## src/rtl/cc_handshake_rx_pkg.sv

```systemverilog
// Shared definitions for the toggle-handshake receiver: FSM encodings and a width helper.
package cc_handshake_rx_pkg;

  typedef enum logic [1:0] {
    ST_IDLE = 2'd0,
    ST_WAIT = 2'd1,
    ST_HOLD = 2'd2
  } state_e;

  // Ceiling log2; clog2(1) is 0, so callers clamp to at least one bit.
  function automatic int clog2(input int value);
    int w;
    w = 0;
    while ((1 << w) < value) w++;
    return w;
  endfunction

endpackage

```

## src/rtl/cc_toggle_detect.sv

```systemverilog
// Request-toggle edge detector: remembers the last accepted toggle level and flags a change.
// change is combinational and gated by en; pending reports any difference regardless of en.
module cc_toggle_detect (
  input  logic clk,
  input  logic rst,
  input  logic en,
  input  logic req_tgl,
  output logic change,
  output logic pending
);

  logic req_prev_q;
  logic req_prev_d;

  assign pending = (req_tgl != req_prev_q);
  assign change  = en & pending;

  always_comb begin
    req_prev_d = req_prev_q;
    if (change) req_prev_d = req_tgl;
  end

  always_ff @(posedge clk) begin
    if (rst) req_prev_q <= 1'b0;
    else     req_prev_q <= req_prev_d;
  end

endmodule

```

## src/rtl/cc_handshake_rx.sv

```systemverilog
// Destination side of the two-phase toggle handshake: capture word, hold on valid/ready, return ack toggle.
// out_valid rises 1+SETTLE cycles after a detected toggle; word is held (and ack withheld) until out_ready.
module cc_handshake_rx
  import cc_handshake_rx_pkg::*;
#(
  parameter int WIDTH  = 8,
  parameter int SETTLE = 0,
  parameter int CNT_W  = 16
) (
  input  logic             clk,
  input  logic             rst,
  input  logic             req_tgl,
  input  logic [WIDTH-1:0] data_in,
  output logic [WIDTH-1:0] out_data,
  output logic             out_valid,
  input  logic             out_ready,
  output logic             ack_tgl,
  output logic             busy,
  output logic             err,
  output logic [CNT_W-1:0] xfer_count
);

  localparam int SCNT_RAW = clog2(SETTLE + 1);
  localparam int SCNT_W   = (SCNT_RAW < 1) ? 1 : SCNT_RAW;

  state_e             state_q, state_d;
  logic [WIDTH-1:0]   data_q, data_d;
  logic               valid_q, valid_d;
  logic               ack_q, ack_d;
  logic               err_q, err_d;
  logic [CNT_W-1:0]   xfer_q, xfer_d;
  logic [SCNT_W-1:0]  settle_q, settle_d;

  logic tog_change;
  logic tog_pending;

  cc_toggle_detect u_toggle_detect (
    .clk     (clk),
    .rst     (rst),
    .en      (state_q == ST_IDLE),
    .req_tgl (req_tgl),
    .change  (tog_change),
    .pending (tog_pending)
  );

  always_comb begin
    state_d  = state_q;
    data_d   = data_q;
    valid_d  = valid_q;
    ack_d    = ack_q;
    xfer_d   = xfer_q;
    settle_d = settle_q;
    // A toggle while a word is in flight means the sender did not wait for ack.
    err_d    = err_q | (tog_pending & (state_q != ST_IDLE));

    case (state_q)
      ST_IDLE: begin
        if (tog_change) begin
          if (SETTLE == 0) begin
            data_d  = data_in;
            valid_d = 1'b1;
            state_d = ST_HOLD;
          end else begin
            settle_d = SCNT_W'(SETTLE - 1);
            state_d  = ST_WAIT;
          end
        end
      end
      ST_WAIT: begin
        if (settle_q == '0) begin
          data_d  = data_in;
          valid_d = 1'b1;
          state_d = ST_HOLD;
        end else begin
          settle_d = settle_q - SCNT_W'(1);
        end
      end
      ST_HOLD: begin
        if (valid_q && out_ready) begin
          valid_d = 1'b0;
          ack_d   = ~ack_q;
          xfer_d  = xfer_q + CNT_W'(1);
          state_d = ST_IDLE;
        end
      end
      default: state_d = ST_IDLE;
    endcase
  end

  always_ff @(posedge clk) begin
    if (rst) begin
      state_q  <= ST_IDLE;
      data_q   <= '0;
      valid_q  <= 1'b0;
      ack_q    <= 1'b0;
      err_q    <= 1'b0;
      xfer_q   <= '0;
      settle_q <= '0;
    end else begin
      state_q  <= state_d;
      data_q   <= data_d;
      valid_q  <= valid_d;
      ack_q    <= ack_d;
      err_q    <= err_d;
      xfer_q   <= xfer_d;
      settle_q <= settle_d;
    end
  end

  assign out_data   = data_q;
  assign out_valid  = valid_q;
  assign ack_tgl    = ack_q;
  assign busy       = (state_q != ST_IDLE);
  assign err        = err_q;
  assign xfer_count = xfer_q;

endmodule
```

## config.mk

```make
export PLATFORM = sky130hd
export DESIGN_NAME = cc_handshake_rx
export DESIGN_NICKNAME = d
export VERILOG_FILES = /design/src/rtl/cc_handshake_rx_pkg.sv /design/src/rtl/cc_toggle_detect.sv /design/src/rtl/cc_handshake_rx.sv
export SDC_FILE = /design/constraint.sdc
export NUM_CORES = 1
export LEC_CHECK = 0
export CORE_ASPECT_RATIO = 1.2
export CORE_UTILIZATION = 23
export CTS_CLUSTER_DIAMETER = 80
export DETAILED_ROUTE_END_ITERATION = 16
export MAX_ROUTING_LAYER = met4
export PLACE_DENSITY_LB_ADDON = 0.3
export SYNTH_ARGS = -nofsm -noshare
export SYNTH_HDL_FRONTEND = slang
export SYNTH_HIERARCHICAL = 1
export SYNTH_SLANG_ARGS = --single-unit
```

## constraint.sdc

```tcl
create_clock -name clk -period 4.7 [get_ports clk]
set_clock_uncertainty 0.1 [all_clocks]
set_input_delay 0.705 -clock clk [delete_from_list [all_inputs] [get_ports clk]]
set_output_delay 0.705 -clock clk [all_outputs]
set_load 0.01 [all_outputs]
```

==> flow_summary.ini, run 1 <==
[timing]
hold_viol = 0
max_freq_mhz = 436.5
fin_tns_setup_ns = 0
maxSlewHeadroom = 0.3026
worstMarginPinSlew_ns = 1.043
setup_viol = 0
rsz0062_at_grt = false
min_period_ns = 2.291
period_share = 0.4874
slew_viol_final = 0

[placement]
detailedPlacementHpwl_um = 1820
gp_congestion = 0.6568
portBuffers = 39

[power]
p_clk_frac = 0.267
power_frac_seq = 0.561
ir_drop_mv = 0.1131
p_sw_frac = 0.2385
combPwrFrac = 0.173
p_sw_uw = 110.6
power_density_mw_per_mm2 = 278.2
power.internal_uw = 353.0
p_leak_uw = 0.0005965
power_uw = 463.6

[global_route]
grt_pass1_wl_um = 4029
antenna_found_initial = 0
grt_start_max_net_pins = 32
overflow = 0
grt_pass1_vias = 886
track_usage = 0.09835

[setup_path]
worstPathArrival_ns = 2.35
start_kind = input pin
end_kind = register
cp.required_ns = 4.76
crit_type = input pin to register
critPathMaxFanout = 5

[synthesis]
synth-async-reset-ratio = 0
synth_nets = 141
yosysUniqueCellTypes = 31
synthTopCellsByArea = dfxtp_1 (46%), mux2i_1 (7.5%), nor2_1 (7.5%), xor2_1 (6.5%), nand4_1 (3.1%)
netlist_instances = 128
syn-cell-area_mm2 = 0.001206
yosys_register_bits = 28
synth-edff-count = 0
synth_top_area_cell = dfxtp_1
synth_top_area_frac = 0.4647
avgSynthCellArea_um2 = 9.423
synth_seq_area_share = 0.4647
ys_warn_count = 6
synthFlopType = dfxtp_1

[clock_network]
ctsResizeCount = 0
clock-sinks = 28
clockBufferDepth = 2
cts_tree = done
postCtsHoldBufs = 0
numCtsBuffers = 3
cts.clk_slew.worst_paths_ns = 0.09
htree_levels = 1
clock_latency_ns = 0.26
root_buffer = clkbuf_8
cts_setup_buffers = 0

[die]
die-area_mm2 = 0.005539
rows = 28
die_w_um = 68.11
die_h_um = 81.33
core_mm2 = 0.004975
ios = 40
start_util = 0.2425

[flow_run]
cap_violations = 0

[layout]
areaGrowthSynthToFinish_pct = 38.17
regArea_um2 = 560.5
nets = 178
multi_input_area_um2 = 591.8
n_antenna_cell = 0
drive_gt1_frac = 0.04908
fillCellCount = 524

[drt]
drc = 0
routedWlPerCell_um = 11.14
ant_nets = 0
vias = 981
vias_per_cell = 4.399
first_iter_violations = 35
firstDrtPassIters = 5
wl_um = 2485

[outcome]
status = finished clean

[min_path]
worstHoldPathType = register to register
==> synth_stat cells, types with 2 or more instances <==
| cell | instances |
|---|---|
| nand4_1 | 6 |
| o21ai_0 | 4 |
| mux2_1 | 2 |
| nor2_1 | 24 |
| xnor2_1 | 2 |
| xor2_1 | 9 |
| inv_1 | 2 |
| mux2i_1 | 9 |
| and4_1 | 2 |
| nand3_1 | 4 |
| buf_6 | 2 |
| nand2_1 | 6 |
| dfxtp_1 | 28 |
| nor2b_1 | 2 |
| or3_1 | 3 |
| a21oi_1 | 6 |
| and3_1 | 2 |
| clkbuf_1 | 2 |
==> cells in the final DEF, fill, tap and decap left out, types with 2 or more instances in the layout <==
cell	netlist	final
a21oi_1	6	6
and3_1	2	2
and4_1	2	2
clkbuf_8	0	3
clkdlybuf4s50_1	0	39
dfxtp_1	28	28
inv_1	2	2
mux2_1	2	2
mux2i_1	9	9
nand2_1	6	6
nand3_1	4	4
nand4_1	6	6
nor2_1	24	24
nor2b_1	2	2
o21ai_0	4	4
or3_1	3	3
xnor2_1	2	2
xor2_1	9	9
==> power by group through the flow <==
stage | Combinational, uW | Sequential (uW) | Clock [uW]
global route | 87.4 | 262 | 141
CTS | 81.4 | 260 | 130
global placement | 80.8 | 265 | 0
finish | 80.0 | 260 | 124
detailed placement | 81.0 | 266 | 0
floorplan | 42.3 | 268 | 0
==> logic make-up (layout without fill, tap and decap cells) <==
| kind of cell | Yosys count | in the layout | share of synthesized area |
|---|---|---|---|
| AO/OA/AOI/OAI | 11 | 11 | 0.04876 |
| XOR/XNOR | 11 | 11 | 0.07988 |
| adder cells (fa/ha/maj) | 1 | 1 | 0.01037 |
| buffers and inverters | 9 | 44 | 0.04460 |
| flip-flops | 28 | 28 | 0.4647 |
| multiplexers | 11 | 11 | 0.09336 |
| AND/OR/NAND/NOR | 57 | 57 | 0.2583 |
==> layer usage <==
| metal | vias to the layer above | track usage | wire length, um |
|---|---|---|---|
| met2 | 32 | 0.1490 | 1082 |
| li1 | 503 | - | - |
| met3 | 2 | 0.02388 | 182 |
| met1 | 444 | 0.1267 | 1206 |
| met5 | - | - | 0 |
| met4 | 0 | 0.03125 | 14 |
==> metrics by stage <==
step / cells / hold slack (ns) / util / area, um2 / worst slack [ns]
after global routing: 223 / 0.4408 / 0.3350 / 1667 / 2.312
after floorplan: 128 / 0.3807 / - / 1206 / 2.843
after detailed placement: 220 / 0.3801 / 0.3267 / 1625 / 2.129
final: 223 / 0.3883 / 0.3350 / 1667 / 2.409
after CTS: 223 / 0.4020 / 0.3350 / 1667 / 2.414
after global placement: 220 / 0.3665 / 0.3267 / 1625 / 2.143
==> final timing paths <==
path / endpoint / slack, ns / from / cells after the start
worst max-delay path: xfer_count[15] / 2.41 / out_ready / 5
worst min register to register: err / 0.39 / err / 2
worst max register to register: xfer_count[15] / 2.87 / out_valid / 4
worst min-delay path: err / 0.39 / err / 2
==> final cells by class <==
cell class | count | share of cell area
sequential | 28 | 0.3363
inverter | 2 | 0.004505
tap | 60 | 0.04505
multi-input combinational | 91 | 0.3551
timing repair buffer | 39 | 0.2342
clock buffer | 3 | 0.02477
==> flip-flops by register name (all words and copies together), names as in the netlist <==
| name | cells |
|---|---|
| xfer_count | 16 |
| out_data | 8 |
| ack_tgl | 1 |
| err | 1 |
| out_valid | 1 |
| u_toggle_detect/req_prev_q | 1 |
==> worst max-delay path, stage by stage <==
cell and delay [ns]:
clkdlybuf4s50_1 0.57, nand4_2 0.15, nor3_2 0.35, nor3b_2 0.24, mux2_1 0.33
(Power assumes the default switching activity.)
==> run 2: changes to the inputs <==
- clock period: 4.7 -> 2.3 ns (I/O delays scaled with it)
==> run 2 against run 1 <==
Cell count rose by 2.2%. Highest routed layer unchanged. Register-to-register slack got worse by 2.3 ns. First-iteration DRC count rose by 20%. Critical path depth did not move. Sequential power rose by 100%. Total power rose by 110%. Sequential share of layout area fell by 0.74 points. Via count rose by 1.2%. Worst setup slack got worse by 1.9 ns. Clock power rose by 100%. Cell area rose by 2.3%.
==> flow_summary.ini, run 2 (synthesized netlist as in run 1, its figures left out) <==
[clock_network]
cts_tree = done
clock-sinks = 28
cts.clk_slew.worst_paths_ns = 0.08
htree_levels = 1
root_buffer = clkbuf_8
numCtsBuffers = 3
cts_setup_buffers = 0
clock_latency_ns = 0.26
postCtsHoldBufs = 0
clockBufferDepth = 2
ctsResizeCount = 0

[die]
core_mm2 = 0.004975
start_util = 0.2425
die-area_mm2 = 0.005539
rows = 28
ios = 40
die_w_um = 68.11
die_h_um = 81.33

[layout]
areaGrowthSynthToFinish_pct = 41.29
layout_commonest_cell = clkdlybuf4s50_1
fin_util = 0.3426
nets = 183
fillCellCount = 531
final_cell_mix = clkdlybuf4s50_1 (39), dfxtp_1 (28), nor2_1 (24), xor2_1 (9), mux2i_1 (9)
drive_gt1_frac = 0.07738
largest_reg_flops = 16
n_antenna_cell = 0

[timing]
period_share = 0.7808
setup_viol = 0
min_period_ns = 1.796
maxSlewHeadroom = 0.7487
worstMarginPinSlew_ns = 0.3736
fin_tns_setup_ns = 0
rsz0062_at_grt = false
slew_viol_final = 0
hold_viol = 0
max_freq_mhz = 556.8

[global_route]
grt_pass1_wl_um = 4243
grt_pass1_vias = 953
grt_start_max_net_pins = 16
overflow = 0
track_usage = 0.1021
antenna_found_initial = 0

[min_path]
worstHoldPathType = register to register

[setup_path]
start_kind = input pin
crit_slowest_cell = clkdlybuf4s50_1
cp.required_ns = 2.35
path_cells = clkdlybuf4s50_1 > nand4_2 > nor3_2 > nor3b_2 > mux2_1
crit_path_max_incr_delay_ns = 0.56
critPathMaxFanout = 5
critPathBufInv = 1
crit_type = input pin to register
end_kind = register
worstPathArrival_ns = 1.85
path_delay_family = simple AND/OR/NAND/NOR gates

[flow_run]
cap_violations = 0

[outcome]
status = finished clean

[drt]
routedWlPerCell_um = 11.37
wl_um = 2593
firstDrtPassIters = 4
vias = 993
drc = 0
first_iter_violations = 42
vias_per_cell = 4.355
ant_nets = 0

[placement]
portBuffers = 39
gp_congestion = 0.7191
detailedPlacementHpwl_um = 1913

[power]
combPwrFrac = 0.182
p_sw_frac = 0.2396
ir_drop_mv = 0.2119
p_sw_uw = 229.0
power_frac_seq = 0.552
p_clk_frac = 0.265
power.internal_uw = 726.7
p_leak_uw = 0.0006222
power_density_mw_per_mm2 = 560.8
[run 2: changes by cell type in the layout (fill, tap and decap cells not counted)]
cell,change
buf_4,+5
[run 2: worst paths after layout]
| kind | slack, ns | from | endpoint | cells past startpoint |
|---|---|---|---|---|
| worst max-delay path | 0.50 | out_ready | xfer_count[15] | 5 |
| worst min-delay path | 0.37 | err | err | 2 |
| worst max register to register | 0.61 | xfer_count[7] | xfer_count[15] | 4 |
| worst min register to register | 0.37 | err | err | 2 |
[run 2: metrics by stage]
step | power [uW] | worst slack [ns] | area (um2) | hold slack [ns] | std cells
floorplan | 634.2 | 0.6224 | 1206 | 0.3174 | 128
global placement | 713.8 | 0.2631 | 1663 | 0.3592 | 225
detailed placement | 715.3 | 0.2311 | 1663 | 0.3642 | 225
CTS | 976.0 | 0.4991 | 1704 | 0.3862 | 228
global route | 1014 | 0.3604 | 1704 | 0.4207 | 228
finish | 955.7 | 0.5041 | 1704 | 0.3743 | 228
[run 2: worst reg2reg max path, cell delays in order (launching register included)]
cell and delay, ns:
dfxtp_1 0.45, and4_1 0.33, nand4_1 0.17, nor3b_2 0.19
mux2_1 0.33
[run 2: layer usage]
layer  global-route usage  vias to the layer above  part of all wire
li1                     -                      517                 -
met1               0.1189                      440              0.47
met2               0.1706                       34              0.45
met3              0.02809                        2             0.083
met4              0.02500                        0            0.0031
met5                    -                        -                 0
[run 2: layout make-up]
type                            count  area [um2]  area share
Timing Repair Buffer               44       427.9      0.2511
Tap cell                           60       75.07     0.04405
Sequential cell                    28       560.5      0.3289
Multi-Input combinational cell     91       591.8      0.3473
Inverter                            2       7.507    0.004405
Clock buffer                        3       41.29     0.02423
[run 2: power by group through the flow]
stage / Clock, uW / Sequential (uW) / Combinational (uW)
4_1_cts: 272 / 528 / 176
2_1_floorplan: 0 / 548 / 86.5
3_5_place_dp: 0 / 540 / 176
6_report: 254 / 528 / 174
5_1_grt: 291 / 532 / 192
3_3_place_gp: 0 / 539 / 175
